File: src/rtl/voting_ballot_collector_if.sv
// Voter-side and tally-side handshake bundle for the ballot collector.
// Defining VOTING_ROUND_SEQ_EN adds the round_seq / round_partial signals.
interface voting_ballot_collector_if #(
  parameter int NUM_VOTERS = 4,
  parameter int BALLOT_W   = 2,
  parameter int ID_W       = 2
);
  logic                           in_valid;
  logic                           in_ready;
  logic [ID_W-1:0]                in_voter_id;
  logic [BALLOT_W-1:0]            in_choice;
  logic                           close_req;
  logic                           dup_err;
  logic                           out_valid;
  logic                           out_ready;
  logic [NUM_VOTERS*BALLOT_W-1:0] out_ballots;
  logic [NUM_VOTERS-1:0]          out_voted_mask;
`ifdef VOTING_ROUND_SEQ_EN
  logic [7:0]                     round_seq;
  logic [0:0]                     round_partial;

  modport master (
    output in_valid, in_voter_id, in_choice, close_req, out_ready,
    input  in_ready, dup_err, out_valid, out_ballots, out_voted_mask, round_seq, round_partial
  );
  modport slave (
    input  in_valid, in_voter_id, in_choice, close_req, out_ready,
    output in_ready, dup_err, out_valid, out_ballots, out_voted_mask, round_seq, round_partial
  );
`else
  modport master (
    output in_valid, in_voter_id, in_choice, close_req, out_ready,
    input  in_ready, dup_err, out_valid, out_ballots, out_voted_mask
  );
  modport slave (
    input  in_valid, in_voter_id, in_choice, close_req, out_ready,
    output in_ready, dup_err, out_valid, out_ballots, out_voted_mask
  );
`endif
endinterface

File: src/rtl/voting_ballot_collector.sv
// Collects one ballot per voter, packs them into the tally word and presents the round downstream.
// Optional round numbering: define VOTING_ROUND_SEQ_EN.
module voting_ballot_collector #(
  parameter int NUM_VOTERS = 4,
  parameter int BALLOT_W   = 2,
  parameter int ID_W       = 2
) (
  input logic                      clk,
  input logic                      rst,
  voting_ballot_collector_if.slave bus
);
  // state      | meaning
  // ST_COLLECT | accepting ballots, building the round
  // ST_PRESENT | round held on the output until the tally takes it
  typedef enum logic {ST_COLLECT, ST_PRESENT} state_t;

  localparam int WORD_W = NUM_VOTERS * BALLOT_W;

  state_t                state_q, state_d;
  logic [WORD_W-1:0]     ballots_q, ballots_d;
  logic [NUM_VOTERS-1:0] mask_q, mask_d;
  logic                  dup_q, dup_d;
  logic                  slot_taken;

  always_ff @(posedge clk) begin
    if (rst) begin
      state_q   <= ST_COLLECT;
      ballots_q <= '0;
      mask_q    <= '0;
      dup_q     <= 1'b0;
    end else begin
      state_q   <= state_d;
      ballots_q <= ballots_d;
      mask_q    <= mask_d;
      dup_q     <= dup_d;
    end
  end

  always_comb begin
    state_d    = state_q;
    ballots_d  = ballots_q;
    mask_d     = mask_q;
    dup_d      = 1'b0;
    slot_taken = mask_q[bus.in_voter_id];
    case (state_q)
      ST_COLLECT: begin
        // A duplicate still completes the handshake; only the first ballot per voter counts.
        if (bus.in_valid && slot_taken) begin
          dup_d = 1'b1;
        end
        if (bus.in_valid && !slot_taken) begin
          mask_d[bus.in_voter_id] = 1'b1;
          for (int k = 0; k < NUM_VOTERS; k++) begin
            if (bus.in_voter_id == ID_W'(k)) begin
              ballots_d[k*BALLOT_W +: BALLOT_W] = bus.in_choice;
            end
          end
        end
        if ((&mask_d) || bus.close_req) begin
          state_d = ST_PRESENT;
        end
      end
      ST_PRESENT: begin
        if (bus.out_ready) begin
          state_d   = ST_COLLECT;
          ballots_d = '0;
          mask_d    = '0;
        end
      end
      default: state_d = ST_COLLECT;
    endcase
  end

  assign bus.in_ready       = (state_q == ST_COLLECT);
  assign bus.out_valid      = (state_q == ST_PRESENT);
  assign bus.out_ballots    = (state_q == ST_PRESENT) ? ballots_q : '0;
  assign bus.out_voted_mask = (state_q == ST_PRESENT) ? mask_q : '0;
  assign bus.dup_err        = dup_q;

`ifdef VOTING_ROUND_SEQ_EN
  logic [7:0] seq_q;

  // Counts completed rounds; the presented value is the pre-increment one.
  always_ff @(posedge clk) begin
    if (rst) begin
      seq_q <= '0;
    end else if ((state_q == ST_PRESENT) && bus.out_ready) begin
      seq_q <= seq_q + 8'd1;
    end
  end

  assign bus.round_seq     = seq_q;
  assign bus.round_partial = 1'((state_q == ST_PRESENT) && !(&mask_q));
`else
  // Round numbering disabled: no extra state or outputs.
`endif
endmodule

File: src/flat_wrapper.sv
// flat-port wrapper written by rule: the top's interface ports become plain ports
module voting_ballot_collector_flat 
#(
  parameter int NUM_VOTERS = 4,
  parameter int BALLOT_W   = 2,
  parameter int ID_W       = 2
)
  (clk, rst, bus_in_valid, bus_in_voter_id, bus_in_choice, bus_close_req, bus_out_ready, bus_in_ready, bus_dup_err, bus_out_valid, bus_out_ballots, bus_out_voted_mask);
  voting_ballot_collector_if #(.NUM_VOTERS(NUM_VOTERS), .BALLOT_W(BALLOT_W), .ID_W(ID_W)) bus_i ();
  input logic clk;
  input logic rst;
  input wire logic [$bits(bus_i.in_valid)-1:0] bus_in_valid;
  input wire logic [$bits(bus_i.in_voter_id)-1:0] bus_in_voter_id;
  input wire logic [$bits(bus_i.in_choice)-1:0] bus_in_choice;
  input wire logic [$bits(bus_i.close_req)-1:0] bus_close_req;
  input wire logic [$bits(bus_i.out_ready)-1:0] bus_out_ready;
  output wire logic [$bits(bus_i.in_ready)-1:0] bus_in_ready;
  output wire logic [$bits(bus_i.dup_err)-1:0] bus_dup_err;
  output wire logic [$bits(bus_i.out_valid)-1:0] bus_out_valid;
  output wire logic [$bits(bus_i.out_ballots)-1:0] bus_out_ballots;
  output wire logic [$bits(bus_i.out_voted_mask)-1:0] bus_out_voted_mask;
  assign bus_i.in_valid = bus_in_valid;
  assign bus_i.in_voter_id = bus_in_voter_id;
  assign bus_i.in_choice = bus_in_choice;
  assign bus_i.close_req = bus_close_req;
  assign bus_i.out_ready = bus_out_ready;
  assign bus_in_ready = bus_i.in_ready;
  assign bus_dup_err = bus_i.dup_err;
  assign bus_out_valid = bus_i.out_valid;
  assign bus_out_ballots = bus_i.out_ballots;
  assign bus_out_voted_mask = bus_i.out_voted_mask;
  voting_ballot_collector #(.NUM_VOTERS(NUM_VOTERS), .BALLOT_W(BALLOT_W), .ID_W(ID_W)) u_core (.clk(clk), .rst(rst), .bus(bus_i));
endmodule
File: config.mk
export PLATFORM = sky130hd
export DESIGN_NAME = voting_ballot_collector_flat
export DESIGN_NICKNAME = d
export VERILOG_FILES = /design/src/rtl/voting_ballot_collector_if.sv /design/src/rtl/voting_ballot_collector.sv /design/src/flat_wrapper.sv
export SDC_FILE = /design/constraint.sdc
export NUM_CORES = 1
export LEC_CHECK = 0
export CAP_MARGIN = 10
export CORE_MARGIN = 1
export CORE_UTILIZATION = 47
export CTS_BUF_LIST = sky130_fd_sc_hd__clkbuf_8
export DETAILED_ROUTE_END_ITERATION = 16
export PLACE_DENSITY = 0.81
export SYNTH_ARGS = -nofsm -noshare
export SYNTH_HDL_FRONTEND = slang
export SYNTH_SLANG_ARGS = --single-unit
File: constraint.sdc
create_clock -name clk -period 1.5 [get_ports clk]
set_input_delay 0.3 -clock clk [delete_from_list [all_inputs] [get_ports clk]]
set_output_delay 0.3 -clock clk [all_outputs]
set_load 0.01 [all_outputs]
# --- Word level (Yosys, flattened, before mapping) ---
# Cells that the tools add are included.
classes:
  n_eq_ne: 9
  reduce_logical: 12
  n_bitwise: 2
  order_cmp: 2
  mux: 21
op_table:
  columns: ["op", "count"]
  rows:
  - ["2-to-1 mux 8 bit", 3]
  - ["2-to-1 mux 4 bit", 4]
  - ["one-hot mux 8 bit (2 select lines)", 1]
  - ["AND reduction 3 bit", 4]
  - ["inequality test 2 x 1 -> 1 bit (second input constant)", 5]
  - ["2-to-1 mux 2 bit", 4]
  - ["one-hot mux 4 bit (2 select lines)", 1]
  - ["2-to-1 mux 1 bit", 5]
  - ["== test 2 bit (second input constant)", 2]
  - ["OR 4 bit", 1]
  - ["AND reduction 4 bit", 1]
  - ["logical AND 1 bit", 3]
  - ["less-than comparator 2 x 3 -> 1 bit (second input constant)", 1]
  - ["binary-select mux 1 bit (select 2 bit)", 1]
  - ["demux 1 bit (select 2 bit)", 1]
  - ["== test 2 x 1 -> 1 bit (second input constant)", 1]
  - ["greater-or-equal comparator 2 x 1 -> 1 bit (second input constant)", 1]
  - ["zero test 2 bit", 1]
  - ["inequality test 2 bit (second input constant)", 1]
  - ["one-hot mux 1 bit (2 select lines)", 1]
  - ["OR reduction 2 bit", 1]
  - ["zero test 1 bit", 1]
  - ["logical OR 1 bit", 1]
  - ["inverter 1 bit", 1]
word_totals:
  word_cells: 53
  ff_bits: 14
  out_inout_bits: 15
  inputBits: 9

# --- Longest topological paths before layout ---
depth:
  word_depth: 11
  mapped_depth: 4
  depth_no_buf: 3

# --- Worst setup path after synthesis ---
# Ideal clock, no wire load.
synth_path:
  kind: "reg2out"
  startpoint: "register u_core.state_q (netlist: u_core.bus.out_valid)"
  endpoint: "output port bus_out_ballots[0]"
  arrival_ns: 1.077
  stages_incl_launch_ff: 4
  path_buffers: 2
  required_time_ns: 1.200
  slack_ns: 0.123
  path_cell_list: "dfxtp_1 clkbuf_1 clkbuf_1 and2_1"
synth_between:
  elab_chain_len: 1
synth_lines:
  columns: ["element", "line_no", "source"]
  rows:
  - ["start, declared", "voting_ballot_collector.sv:19", "state_t state_q, state_d;"]
  - ["start signal, assigned", "voting_ballot_collector.sv:32", "state_q <= state_d;"]
  - ["2-to-1 mux 8 bit", "voting_ballot_collector.sv:76", "assign bus.out_ballots = (state_q == ST_PRESENT) ? ballots_q : '0;"]
  - ["end, declared", "flat_wrapper.sv:20", "output wire logic [$bits(bus_i.out_ballots)-1:0] bus_out_ballots;"]
# Every way passes these cells.

# --- Worst setup path after layout ---
layout_path:
  startpoint: "register u_core.state_q (netlist: u_core.bus.out_valid)"
  endpoint: "output port bus_out_voted_mask[0]"
layout_between:
  elab_chain_len: 1
layout_lines:
  columns: ["element", "line_no", "source"]
  rows:
  - ["2-to-1 mux 4 bit", "voting_ballot_collector.sv:77", "assign bus.out_voted_mask = (state_q == ST_PRESENT) ? mask_q : '0;"]
  - ["end, declared", "flat_wrapper.sv:21", "output wire logic [$bits(bus_i.out_voted_mask)-1:0] bus_out_voted_mask;"]
# Every way passes these cells.

==> qor.txt <==
STATUS
-------------------------------------------------------------------------------------------
Run status ................................................................... finished with violations
Violated checks ..............................................................          DRC

WORST SETUP PATH
-------------------------------------------------------------------------------------------
Critical-path cell list ...................................................... buf_4 -> and2_1 -> dlygate4sd2_1
R2R setup slack ..............................................................      0.11 ns
Capturing element type of the critical path ..................................  output port
Worst path top cell family by delay .......................................... buffers and inverters
Count of buffer and inverter cells on the critical path ......................            2
Worst endpoint required time .................................................      1.20 ns
Endpoint arrival time on the critical path ...................................      1.15 ns
CP max-delay cell ............................................................      dfxtp_2
Max Fanout on Critical Path ..................................................            5
Critical path's largest stage delay ..........................................      0.33 ns
Crit path kind ...............................................................      reg2out
Kind of start point of the critical path .....................................    flip-flop

CLOCK TREE
-------------------------------------------------------------------------------------------
Number of post-CTS setup repair buffers ......................................            0
Hold_buf cts .................................................................            0
Clock tree from TritonCTS ....................................................         done
Gates resized, CTS repair ....................................................           18
Clock network latency to the later pin of the worst-skew pair ................      0.25 ns
# clock sinks ................................................................           14
H-tree depth .................................................................            1
Number of clock buffers inserted by TritonCTS ................................            3
Cell chosen for the clock root ...............................................     clkbuf_8
Number of buffers on the longest clock path ..................................            2
CTS clk-pin slew, worst paths ................................................      0.06 ns

POWER AND IR DROP
-------------------------------------------------------------------------------------------
Sequential power share .......................................................        42.7%
Switching Fraction ...........................................................        24.5%
Power density over the cells .................................................   835 nW/um2
Internal .....................................................................       706 uW
Worst ir drop on vdd .........................................................   0.000521 V
Leakage power total ..........................................................  0.000502 uW
Clk network pwr share ........................................................        40.2%
Net switching component of the power .........................................       229 uW
Final Total Pwr ..............................................................       935 uW
Combinational share of power .................................................        17.1%

SYNTHESIS
-------------------------------------------------------------------------------------------
Share of synthesized registers carrying an async set or reset ................           0%
Most frequently used cell type in the post-synthesis netlist .................      dfxtp_1
Share of Yosys cell area claimed by the top area cell type ...................        36.8%
Post-synth EDFFs .............................................................            0
Top cell types by occurrence after synthesis ................................. dfxtp_1 (14), and2_1 (12), nand2_1 (5)
Yosys warns ..................................................................            0
Largest cells by area after synthesis ........................................ dfxtp_1 (37%), and2_1 (9.9%), a32o_1 (5.3%)
Post-Syn Area ................................................................      762 um2
Most instantiated flip-flop cell in the synthesis netlist ....................      dfxtp_1
Distinct cell type count of the synthesized netlist ..........................           28
Net count after synthesis ....................................................           91
Cell type with the highest aggregate area in the netlist .....................      dfxtp_1
Avg Synthesized Cell Area ....................................................     9.29 um2
Sequential-to-total area share from yosys stat ...............................        36.8%
Register bit total from synthesis ............................................           14
Post-Synthesis Cells .........................................................           82

PLACED DESIGN
-------------------------------------------------------------------------------------------
Total of buffers placed on input and output ports ............................           23
Dpl cell area ................................................................     1080 um2
Placer's final routability congestion estimate ...............................        0.809
DPL Wire Length ..............................................................      1350 um
Pre-CTS worst setup slack ....................................................    -0.360 ns

TIMING
-------------------------------------------------------------------------------------------
RSZ-0062 raised after global routing .........................................           no
Period minus WS final ........................................................      1.45 ns
Final count of pins violating max slew .......................................            0
Worst-margin pin slew ........................................................     0.436 ns
Final worst clock skew .......................................................  0.000469 ns
Worst Slack Setup Final ......................................................    0.0523 ns
Setup violators final ........................................................            0
Fmax achieved ................................................................      691 MHz
Final Hold Vio Count .........................................................            0
Final clock period utilization by the worst path .............................        96.5%
Headroom to the max-slew limit ...............................................        70.2%

GLOBAL ROUTING
-------------------------------------------------------------------------------------------
Pin count of the biggest net entering global routing .........................           16
Global routing met1 resource utilization .....................................        27.1%
Number of antenna violations at the first check in global routing ............            0
GRT Resource Usage Total .....................................................        22.6%
Gr busiest metal .............................................................         met2
Global-route wire length before repair .......................................      3110 um
Global route overflow ........................................................            0
Global routing met2 resource utilization .....................................        39.4%
Vias in the first global route ...............................................          710
Met3 global-route usage ......................................................        3.45%

FINISH
-------------------------------------------------------------------------------------------
Area growth from synthesis to final layout ...................................        47.0%
Layout Nets ..................................................................          126
Fraction of layout instances using a drive strength above 1 ..................        18.1%
Filler cells .................................................................          120
Post-layout instance area ....................................................     1120 um2
Antenna cells ................................................................            0

ROUTE
-------------------------------------------------------------------------------------------
Final wirelength .............................................................      1880 um
Average wire per standard cell ...............................................      14.2 um
DRC violations left ..........................................................            1
Vias after detailed routing ..................................................          781
Detail Route Antenna Nets ....................................................            0
Via-to-Cell Ratio ............................................................         5.92
Total iterations of the first detailed-routing run ...........................           10
Number of design-rule violations left by the first detailed-router iteration .            9

FLOORPLAN
-------------------------------------------------------------------------------------------
Area enclosed by the die boundary ............................................     1790 um2
Number of placed I/O pins ....................................................           24
Width of the chip ............................................................      42.3 um
Starting density of the core .................................................        50.6%
Die Height ...................................................................      42.3 um
Number of core rows ..........................................................           14
Total core area ..............................................................     1510 um2

FLOW RUN
-------------------------------------------------------------------------------------------
MaxCap Viol Count ............................................................            0

WORST HOLD PATH
-------------------------------------------------------------------------------------------
Worst min-delay path class ...................................................      reg2reg

[cells in the final DEF, fill, tap and decap left out, drive strengths merged, types with 2 or more instances in the layout]
cell / count
inv: 2
o21ai: 2
clkbuf: 4
nand3b: 4
a22oi: 2
dlygate4sd2: 17
a2111oi: 2
clkdlybuf4s50: 6
dfxtp: 14
buf: 12
a31oi: 4
nand2: 5
a2bb2oi: 2
nand3: 4
and3: 3
and4bb: 2
a32o: 4
nand4b: 2
and2: 12
nor2: 4
[worst paths after layout]
kind,startpoint,end,depth (start not counted)
worst max-delay path,u_core.bus.out_valid,bus_out_voted_mask[0],3
worst min-delay path,u_core.ballots_q[3],u_core.ballots_q[3],2
worst max register to register,u_core.bus.out_valid,u_core.bus.out_valid,5
worst min register to register,u_core.ballots_q[3],u_core.ballots_q[3],2
[sequential cells by signal (all words and copies together), names as in the netlist]
signal and flops:
u_core.bus.dup_err 1, u_core.ballots_q 8, u_core.bus.out_valid 1, u_core.mask_q 4
[power by group through the flow]
stage          registers (uW)  clock network (uW)  logic (uW)
4_1_cts                   399                 378         159
5_1_grt                   402                 391         172
6_report                  399                 376         160
3_5_place_dp              407                   0         165
2_1_floorplan             406                   0        79.2
3_3_place_gp              406                   0         163
[logic make-up (layout without fill, tap and decap cells)]
group	count (synthesis)	in the layout	share of synthesized area (%)
AOI/OAI and AO/OA	18	18	18.6
buffers and inverters	7	41	4.93
DFF	14	14	36.8
muxes	1	1	3.45
and+or+nand+nor	42	42	36.3
[worst reg2reg max path, delay by kind of cell, from the launching register on]
kind / cells / cell delay, ns
and+or+nand+nor: 1 / 0.18
buffers and inverters: 2 / 0.25
DFF: 1 / 0.35
AOI/OAI and AO/OA: 2 / 0.45
[final cells by class]
class	count	area, um2	area share [%]
Tap cell	16	20.0	1.79
Multi-Input combinational cell	61	444	39.7
Timing Repair Buffer	35	312	27.8
Inverter	2	7.51	0.670
Clock buffer	4	55.1	4.92
Sequential cell	14	282	25.1
[metal layers]
metal,wire length [um],share of wire (%),vias up
met3,81,4.3,4
li1,-,-,380
met2,937,50,21
met5,0,0,-
met1,834,44,376
met4,24,1.3,0
[per-stage QoR]
stage	instances	hold slack (ns)	util (%)	TNS, ns
global route	132	0.505	74.3	0
detailed placement	128	0.472	72.0	-3.55
finish	132	0.487	74.3	0
floorplan	82	0.415	-	0
CTS	132	0.481	74.3	0
global placement	128	0.463	72.0	-3.12
No activity file was read; power rests on OpenSTA's default activity.
